File: src/rtl/alu_pkg.sv
// -----------------------------------------------------------------------------
// alu_pkg
// Shared definitions for the ALU and its requester-sharing front end.
//   ALU_OP_W    : width of the ALU op code
//   alu_op_e    : the ten legal ALU operations (0..9)
//   ALU_OP_MAX  : highest legal op code
//   ALU_DATA_W  : default operand/result width
//   is_illegal_op() : flags op codes outside the legal set
// -----------------------------------------------------------------------------
package alu_pkg;

    localparam int ALU_OP_W   = 4;
    localparam int ALU_DATA_W = 32;

    typedef enum logic [ALU_OP_W-1:0] {
        ALU_ADD  = 4'd0,
        ALU_SUB  = 4'd1,
        ALU_SLT  = 4'd2,
        ALU_SLTU = 4'd3,
        ALU_XOR  = 4'd4,
        ALU_OR   = 4'd5,
        ALU_AND  = 4'd6,
        ALU_SLL  = 4'd7,
        ALU_SRL  = 4'd8,
        ALU_SRA  = 4'd9
    } alu_op_e;

    localparam logic [ALU_OP_W-1:0] ALU_OP_MAX = 4'd9;

    // Codes 10..15 still reach the ALU; they are only flagged in the response.
    function automatic logic is_illegal_op(input logic [ALU_OP_W-1:0] op);
        return (op > ALU_OP_MAX);
    endfunction

endpackage : alu_pkg

File: src/rtl/rr_arbiter.sv
// -----------------------------------------------------------------------------
// rr_arbiter
// Purely combinational round-robin picker: scans the request vector starting
// at i_ptr, wrapping modulo NUM_REQ, and grants the first set bit.
//   i_req        : request vector
//   i_ptr        : highest-priority index for this cycle
//   o_grant      : one-hot grant (all zeros when nothing requests)
//   o_grant_idx  : encoded index of the grant (0 when nothing requests)
//   o_any_grant  : at least one request is present
// -----------------------------------------------------------------------------
module rr_arbiter #(
    parameter int NUM_REQ = 2,
    parameter int ID_W    = $clog2(NUM_REQ)
) (
    input  logic [NUM_REQ-1:0] i_req,
    input  logic [ID_W-1:0]    i_ptr,
    output logic [NUM_REQ-1:0] o_grant,
    output logic [ID_W-1:0]    o_grant_idx,
    output logic               o_any_grant
);

    // Rotating priority scan; the sum is one bit wider so ptr+i never overflows
    // before the modulo wrap, which also covers non-power-of-two NUM_REQ.
    always_comb begin
        logic [ID_W:0]   w_sum;
        logic [ID_W-1:0] w_j;
        o_grant     = '0;
        o_grant_idx = '0;
        o_any_grant = 1'b0;
        w_sum       = '0;
        w_j         = '0;
        for (int i = 0; i < NUM_REQ; i++) begin
            w_sum = {1'b0, i_ptr} + (ID_W+1)'(i);
            if (w_sum >= (ID_W+1)'(NUM_REQ)) begin
                w_sum = w_sum - (ID_W+1)'(NUM_REQ);
            end else begin
                w_sum = w_sum;
            end
            w_j = w_sum[ID_W-1:0];
            if (!o_any_grant && i_req[w_j]) begin
                o_any_grant    = 1'b1;
                o_grant[w_j]   = 1'b1;
                o_grant_idx    = w_j;
            end else begin
                o_any_grant    = o_any_grant;
            end
        end
    end

endmodule : rr_arbiter

File: src/rtl/alu_share_arbiter.sv
// -----------------------------------------------------------------------------
// alu_share_arbiter
// Shares one external combinational ALU between NUM_REQ requesters using
// round-robin arbitration and captures each result in a single registered,
// id-tagged response slot with its own valid/ready handshake.
//   i_clk, i_rst            : clock, synchronous active-high reset
//   i_req_valid/o_req_ready : per-requester handshake (ready is one-hot)
//   i_req_a/_b/_op          : packed per-requester payloads
//   o_alu_a/_b/_op          : granted payload to the ALU (zeros when idle)
//   i_alu_data/_less/_equal : ALU result and compare flags
//   o_rsp_*                 : registered response slot and handshake
// -----------------------------------------------------------------------------
module alu_share_arbiter
    import alu_pkg::*;
#(
    parameter int NUM_REQ = 2,
    parameter int DATA_W  = ALU_DATA_W,
    parameter int ID_W    = $clog2(NUM_REQ)
) (
    input  logic                        i_clk,
    input  logic                        i_rst,
    input  logic [NUM_REQ-1:0]          i_req_valid,
    output logic [NUM_REQ-1:0]          o_req_ready,
    input  logic [NUM_REQ*DATA_W-1:0]   i_req_a,
    input  logic [NUM_REQ*DATA_W-1:0]   i_req_b,
    input  logic [NUM_REQ*ALU_OP_W-1:0] i_req_op,
    output logic [DATA_W-1:0]           o_alu_a,
    output logic [DATA_W-1:0]           o_alu_b,
    output logic [ALU_OP_W-1:0]         o_alu_op,
    input  logic [DATA_W-1:0]           i_alu_data,
    input  logic                        i_alu_less,
    input  logic                        i_alu_equal,
    output logic                        o_rsp_valid,
    input  logic                        i_rsp_ready,
    output logic [DATA_W-1:0]           o_rsp_data,
    output logic [ID_W-1:0]             o_rsp_id,
    output logic                        o_rsp_less,
    output logic                        o_rsp_equal,
    output logic                        o_rsp_illegal
);

    logic [ID_W-1:0]    r_rr_ptr;
    logic               r_rsp_valid;
    logic [DATA_W-1:0]  r_rsp_data;
    logic [ID_W-1:0]    r_rsp_id;
    logic               r_rsp_less;
    logic               r_rsp_equal;
    logic               r_rsp_illegal;

    logic [NUM_REQ-1:0] w_grant;
    logic [ID_W-1:0]    w_grant_idx;
    logic               w_any_grant;
    logic               w_slot_free;
    logic [NUM_REQ-1:0] w_req_ready;
    logic               w_accept;

    rr_arbiter #(
        .NUM_REQ (NUM_REQ),
        .ID_W    (ID_W)
    ) u_rr_arbiter (
        .i_req       (i_req_valid),
        .i_ptr       (r_rr_ptr),
        .o_grant     (w_grant),
        .o_grant_idx (w_grant_idx),
        .o_any_grant (w_any_grant)
    );

    // A draining slot counts as free, giving back-to-back throughput.
    assign w_slot_free = !r_rsp_valid || i_rsp_ready;

    // Ready is the one-hot grant, suppressed while the slot is blocked or in reset.
    always_comb begin
        if (w_any_grant && w_slot_free && !i_rst) begin
            w_req_ready = w_grant;
        end else begin
            w_req_ready = '0;
        end
    end

    assign w_accept    = |(i_req_valid & w_req_ready);
    assign o_req_ready = w_req_ready;

    // ALU operand mux; zeros when idle keep the ALU inputs deterministic.
    always_comb begin
        if (w_any_grant) begin
            o_alu_a  = i_req_a[w_grant_idx*DATA_W +: DATA_W];
            o_alu_b  = i_req_b[w_grant_idx*DATA_W +: DATA_W];
            o_alu_op = i_req_op[w_grant_idx*ALU_OP_W +: ALU_OP_W];
        end else begin
            o_alu_a  = '0;
            o_alu_b  = '0;
            o_alu_op = '0;
        end
    end

    // Round-robin pointer: moves to the slot after the accepted requester.
    always_ff @(posedge i_clk) begin
        if (i_rst) begin
            r_rr_ptr <= '0;
        end else if (w_accept) begin
            r_rr_ptr <= (w_grant_idx == ID_W'(NUM_REQ-1)) ? '0 : (w_grant_idx + ID_W'(1));
        end else begin
            r_rr_ptr <= r_rr_ptr;
        end
    end

    // Response slot: load on accept (overwrites a draining entry), clear valid on a bare drain.
    always_ff @(posedge i_clk) begin
        if (i_rst) begin
            r_rsp_valid   <= 1'b0;
            r_rsp_data    <= '0;
            r_rsp_id      <= '0;
            r_rsp_less    <= 1'b0;
            r_rsp_equal   <= 1'b0;
            r_rsp_illegal <= 1'b0;
        end else if (w_accept) begin
            r_rsp_valid   <= 1'b1;
            r_rsp_data    <= i_alu_data;
            r_rsp_id      <= w_grant_idx;
            r_rsp_less    <= i_alu_less;
            r_rsp_equal   <= i_alu_equal;
            r_rsp_illegal <= is_illegal_op(o_alu_op);
        end else if (r_rsp_valid && i_rsp_ready) begin
            r_rsp_valid   <= 1'b0;
        end else begin
            r_rsp_valid   <= r_rsp_valid;
        end
    end

    assign o_rsp_valid   = r_rsp_valid;
    assign o_rsp_data    = r_rsp_data;
    assign o_rsp_id      = r_rsp_id;
    assign o_rsp_less    = r_rsp_less;
    assign o_rsp_equal   = r_rsp_equal;
    assign o_rsp_illegal = r_rsp_illegal;

endmodule : alu_share_arbiter
File: config.mk
export PLATFORM = sky130hd
export DESIGN_NAME = alu_share_arbiter
export DESIGN_NICKNAME = d
export VERILOG_FILES = /design/src/rtl/alu_pkg.sv /design/src/rtl/rr_arbiter.sv /design/src/rtl/alu_share_arbiter.sv
export SDC_FILE = /design/constraint.sdc
export NUM_CORES = 1
export LEC_CHECK = 0
export BUFFER_PORTS_ARGS = -buffer_cell sky130_fd_sc_hd__buf_2
export CORE_AREA = 10 10 102 104
export CTS_BUF_LIST = sky130_fd_sc_hd__clkbuf_8
export DETAILED_ROUTE_END_ITERATION = 10
export DIE_AREA = 0 0 112 114
export MAX_ROUTING_LAYER = met4
export PLACE_DENSITY = 0.83
export SLEW_MARGIN = 40
export SYNTH_ARGS = -nofsm -noshare
export SYNTH_HDL_FRONTEND = slang
export SYNTH_SLANG_ARGS = --single-unit
File: constraint.sdc
create_clock -name i_clk -period 1.25 [get_ports i_clk]
set_input_delay 0.125 -clock i_clk [delete_from_list [all_inputs] [get_ports i_clk]]
set_output_delay 0.125 -clock i_clk [all_outputs]
set_load 0.005 [all_outputs]
# After elaboration in Yosys (flattened, before gate mapping)
# Index checks and enable logic that the tools add are counted.
# word_totals
regBits	38
# classes
bitwise	2
shifts	3
order_cmp	7
add_sub_neg	4
reduce_logical	12
n_mux	23
# op_table
cell	n
variable part select 64 x 7 -> 32 bit	2
2-to-1 mux 32 bit	2
2-to-1 mux 1 bit	15
variable part select 8 x 4 -> 4 bit	1
logical AND 1 bit	6
2-to-1 mux 2 bit	3
> comparator 4 bit (second input constant)	1
< comparator 1 x 2 -> 1 bit (second input constant)	2
2-to-1 mux 4 bit	1
zero test 1 bit	3
adder 1 x 1 -> 2 bit (second input constant)	1
bitwise AND 2 bit	1
demux 1 bit (select 1 bit)	2
>= comparator 1 bit (second input constant)	2
>= comparator 1 x 2 -> 1 bit (second input constant)	1
>= comparator 2 bit (second input constant)	1
OR 2 bit	1
nonzero test 2 bit	1
OR reduction 2 bit	1
subtractor 1 bit (second input constant)	2
adder 1 bit (second input constant)	1
logical OR 1 bit	1

# Depth between registers and ports, before layout
# depth
word_depth	14
depth_mapped	6
ltp_nobuf	3

# By module
# Synthesis repeated with hierarchy kept, for this count alone.
# hier_totals
cells_unflattened	347
hier_area_um2	2915.3
# modules_own_cells
module	cells_per_inst	seq_area_each_um2	area_per_inst_um2	n_inst
alu_share_arbiter	342	760.7	2882.8	1
rr_arbiter	5	0.0	32.5	1

# Worst setup path before layout
# OpenSTA, ideal clock, no wires.
# synth_timing
path_type	register to register
from	reg r_rsp_valid (netlist: o_rsp_valid)
to	reg r_rsp_data[10] (netlist: o_rsp_data[10])
arrival_ns	1.034
path_stages_with_launch	6
required_ns	1.118
setup_slack_ns	0.084
setup_time_ns	0.132
cell_sequence	dfxtp_1 > nor2b_1 > buf_2 > buf_2 > o31ai_1 > a21oi_1
# synth_between
elab_chain_cells	7
# synth_rtl
item	line_no	rtl
start: declaration	alu_share_arbiter.sv:43	logic r_rsp_valid;
start signal: assignment	alu_share_arbiter.sv:126	r_rsp_valid <= r_rsp_valid;
zero test 1 bit	alu_share_arbiter.sv:69	assign w_slot_free = !r_rsp_valid || i_rsp_ready;
logical OR 1 bit	alu_share_arbiter.sv:69	
logical AND 1 bit (2 in series)	alu_share_arbiter.sv:73	if (w_any_grant && w_slot_free && !i_rst) begin
2-to-1 mux 2 bit	alu_share_arbiter.sv:73	
bitwise AND 2 bit	alu_share_arbiter.sv:80	assign w_accept = |(i_req_valid & w_req_ready);
OR reduction 2 bit	alu_share_arbiter.sv:80	
end signal: assignment	alu_share_arbiter.sv:118	r_rsp_data <= i_alu_data;
end: declaration	alu_share_arbiter.sv:44	logic [DATA_W-1:0] r_rsp_data;
# Every way passes these cells.
# A chain may end at the register's enable or synchronous reset.

# Worst setup path in the final report
# layout_timing
from	reg r_rr_ptr
to	out o_alu_b[12]
# layout_between
elab_chain_cells	10
word_cells_on_any_way	19
classes_between	add/sub: 3; order compare: 2; shift: 1; mux: 11; reduce/logical: 2
# layout_rtl
item	line_no	rtl
start: declaration	alu_share_arbiter.sv:42	logic [ID_W-1:0] r_rr_ptr;
start signal: assignment	alu_share_arbiter.sv:101	r_rr_ptr <= (w_grant_idx == ID_W'(NUM_REQ-1)) ? '0 : (w_grant_idx + ID_W'(1));
start signal: assignment	alu_share_arbiter.sv:103	r_rr_ptr <= r_rr_ptr;
>= comparator 1 x 2 -> 1 bit or subtractor 1 bit (tied branches)	rr_arbiter.sv:34, rr_arbiter.sv:35	
2-to-1 mux 1 bit	rr_arbiter.sv:34	if (w_sum >= (ID_W+1)'(NUM_REQ)) begin
2-to-1 mux 1 bit (not written as such) (2 in series)	rr_arbiter.sv:40	if (!o_any_grant && i_req[w_j]) begin
2-to-1 mux 1 bit	rr_arbiter.sv:40	
zero test 1 bit	rr_arbiter.sv:40	
logical AND 1 bit	rr_arbiter.sv:40	
2-to-1 mux 1 bit	rr_arbiter.sv:40	
variable part select 64 x 7 -> 32 bit	alu_share_arbiter.sv:87	o_alu_b = i_req_b[w_grant_idx*DATA_W +: DATA_W];
2-to-1 mux 32 bit *	alu_share_arbiter.sv:85	if (w_any_grant) begin
end: declaration	alu_share_arbiter.sv:28	output logic [DATA_W-1:0] o_alu_b,
# Mark *: on every way between the ends. The rest lies on a longest branch, timed or not. The select of a mux whose other input is x is not followed.

==> results.toml <==
[timing]
achievable-frequency_mhz = 633
hold_viol = 0
max-slew-margin-rel_pct = 79.9
worstMarginPinSlew_ns = 0.299
maxSlewViolCount = 0
worst_slack_ns = -0.329
min_period_over_period_pct = 126
finalClockSkew_ns = 0.00461
rsz0062_at_grt = "yes"
period_needed_ns = 1.58
fin_hold_ws_ns = 0.0911
setup_viol_count_final = 70

[synth]
synth.cell_area_sq_um = 2800
synth.ff_latch_count = 38
synth.yosys.warnings = 0
ys.flop_type = "sky130_fd_sc_hd__dfxtp_1"
netlist_instances = 418
syn_nets = 593
seq_area_frac_synth_pct = 27.2
syn-mean-instance-area_sq_um = 6.69
async_reset_ff_share_pct = 0
synth-edff-count = 0
post_synth_num_cell_types = 28

[critical_path]
startpoint_type = "register"
critPathKind = "reg -> out"
timing.critical_path.arrival_ns = 1.45
path_max_fanout = 22
cp_slowest_cell = "sky130_fd_sc_hd__dfxtp_2"
ff2ff_setup_slack_ns = 0.05
critical-path-max-stage-delay_ns = 0.32
critPathRequiredTime_ns = 1.12
crit_chain = "nand2b_4 -> and2_4 -> buf_12 -> o21ai_1 -> buf_2"
endpoint_kind = "output port"

[final_layout]
combined_area_of_the_multi_input_logic_cells_sq_um = 1840
finish.instance_area_sq_um = 4650
instances_no_fill = 788
sequential_cell_area_sq_um = 762
drive_above_1_share_pct = 52.6
utilization_pct = 54.9
n_diodes = 0
area_growth_pct = 66.1
net_count_reported_at_finish = 854
fillerInstances = 817

[grt]
overflow = 0
first_global_vias = 4141
track_usage_pct = 21.1
global_route_wire_length_before_repair_um = 22100
grt_antenna_before_repair = 0
pin_count_of_the_biggest_net_entering_global_routing = 65

[detailed_routing]
routed-wl-met2_um = 7650
detailroute.via_count = 4279
drt_first_iter_violations = 288
routedLengthMet1_um = 5680
drc = 0
maxUsedRoutingLayer = "met4"
drt_pre_antenna_iters = 4
routed_wire_length_um = 14900
routed_wire_length_per_instance_um = 18.9
routed-wl-met3_um = 1270
detail_route.vias_per_cell = 5.43
ant_nets = 0

[power_and_ir_drop]
ir_drop_uv = 455
p_leak_uw = 0.00240
power-per-cell-area_nw_per_um2 = 791

[clock_tree]
cts-root-to-sink-buffers = 2
cts.sink_count = 38
clock_latency_ns = 0.28
cts-root-buf = "sky130_fd_sc_hd__clkbuf_8"
cts_tree = "yes"
htreeDepth = 2
cts_inserted_buffers = 5
cts_hold_repair.buffers = 0
path_clk_slew_ns = 0.08

[status]
failed_checks = "setup timing"
status = "complete, but fails checks"

[place]
numPortBuffers = 281
dpl.cell_count = 778
dpl-instance-area_sq_um = 4360
place_congestion = 0.925
hpwlAfterDp_um = 12000

[floorplanning]
die_h_um = 114
ios = 282
initial_core_util_pct = 33.0
die_area_sq_um = 12800
core-area_sq_um = 8470
die_w_um = 112
core.rowCount = 34

[flow_run]
max_cap_viol_count = 0

[hold_path]
class_of_the_worst_hold_path = "in -> reg"
==> report_power, final <==
group | internal (uW) | switching (uW) | total [uW] | leakage [uW]
registers | 1280 | 37.6 | 1320 | 0.000312
clock network | 437 | 414 | 851 | 0.0000524
logic | 722 | 784 | 1510 | 0.00203
==> placed cells by master (no fill, tap or decap), drive strengths merged, types with 2 or more instances in the layout <==
cell type,n
nand2b,2
or2,3
nand4,34
nand3,66
a22o,3
dfxtp,38
clkbuf,7
o31ai,35
nand2,64
inv,4
a32oi,2
o21ai,65
a21oi,37
buf,311
and3,2
==> critical path: cells and delay by family, from the launching register on <==
kind | cells | cell delay [ns]
AOI/OAI and AO/OA | 1 | 0.21
buffers and inverters | 2 | 0.30
DFF | 1 | 0.32
and+or+nand+nor | 2 | 0.33
==> layer usage <==
layer,GRT usage [%],up-vias
met5,-,-
met1,24.5,1941
met3,5.88,30
met2,35.2,250
met4,5.41,0
li1,-,2058
==> kinds of logic after synthesis <==
logic type	share of synthesized area [%]
simple gates	30.8
flops	27.2
compound gates	30.2
buf+inv	11.9
==> registers in the layout, summed over array words and instances (netlist names) <==
name           cells
o_rsp_data        32
o_rsp_equal        1
o_rsp_id           1
o_rsp_illegal      1
o_rsp_less         1
o_rsp_valid        1
r_rr_ptr           1
==> path summary, 6_finish.rpt <==
| check | startpoint | end | cells past startpoint |
|---|---|---|---|
| hold reg to reg | o_rsp_data[24] | o_rsp_data[24] | 2 |
| setup reg to reg | r_rr_ptr | o_rsp_illegal | 5 |
| hold / removal | i_alu_data[19] | o_rsp_data[19] | 3 |
| setup / recovery | r_rr_ptr | o_alu_b[12] | 5 |
==> what timing repair did <==
item	4_1_cts	5_1_grt
hold endpoints to repair	0	0
resized for setup	40	32
buffers inserted	0	1
cloned	0	1
setup endpoints to repair	70	73
pin swaps	1	3
==> layout make-up <==
type                            instances  area share, %
Multi-Input combinational cell        319           39.7
Timing Repair Buffer                  312           38.8
Sequential cell                        38           16.4
Tap cell                              108           2.91
Clock buffer                            6           1.78
Inverter                                3          0.242
Clock inverter                          2          0.188
==> per-stage QoR <==
step           setup TNS [ns]  setup WS, ns  power [uW]
6_report               -17.71        -0.329        3680
5_1_grt                -22.10        -0.361        3890
4_1_cts                -18.13        -0.322        3630
3_5_place_dp           -0.318        -0.147        2730
3_3_place_gp           -0.286        -0.123        2700
2_1_floorplan               0        0.0836        1980
==> cell usage after synthesis (all sizes together) (2+ instances only) <==
master,instances,area (sq um)
a21oi,37,185
a22o,3,26.3
a32oi,2,17.5
and3,2,12.5
buf,36,233
clkbuf,22,87.6
dfxtp,38,761
inv,3,11.3
nand2,64,240
nand2b,2,20.0
nand3,66,330
nand4,34,213
o21ai,65,325
o31ai,35,263
or2,3,18.8
No activity file was read; power rests on OpenSTA's default activity.
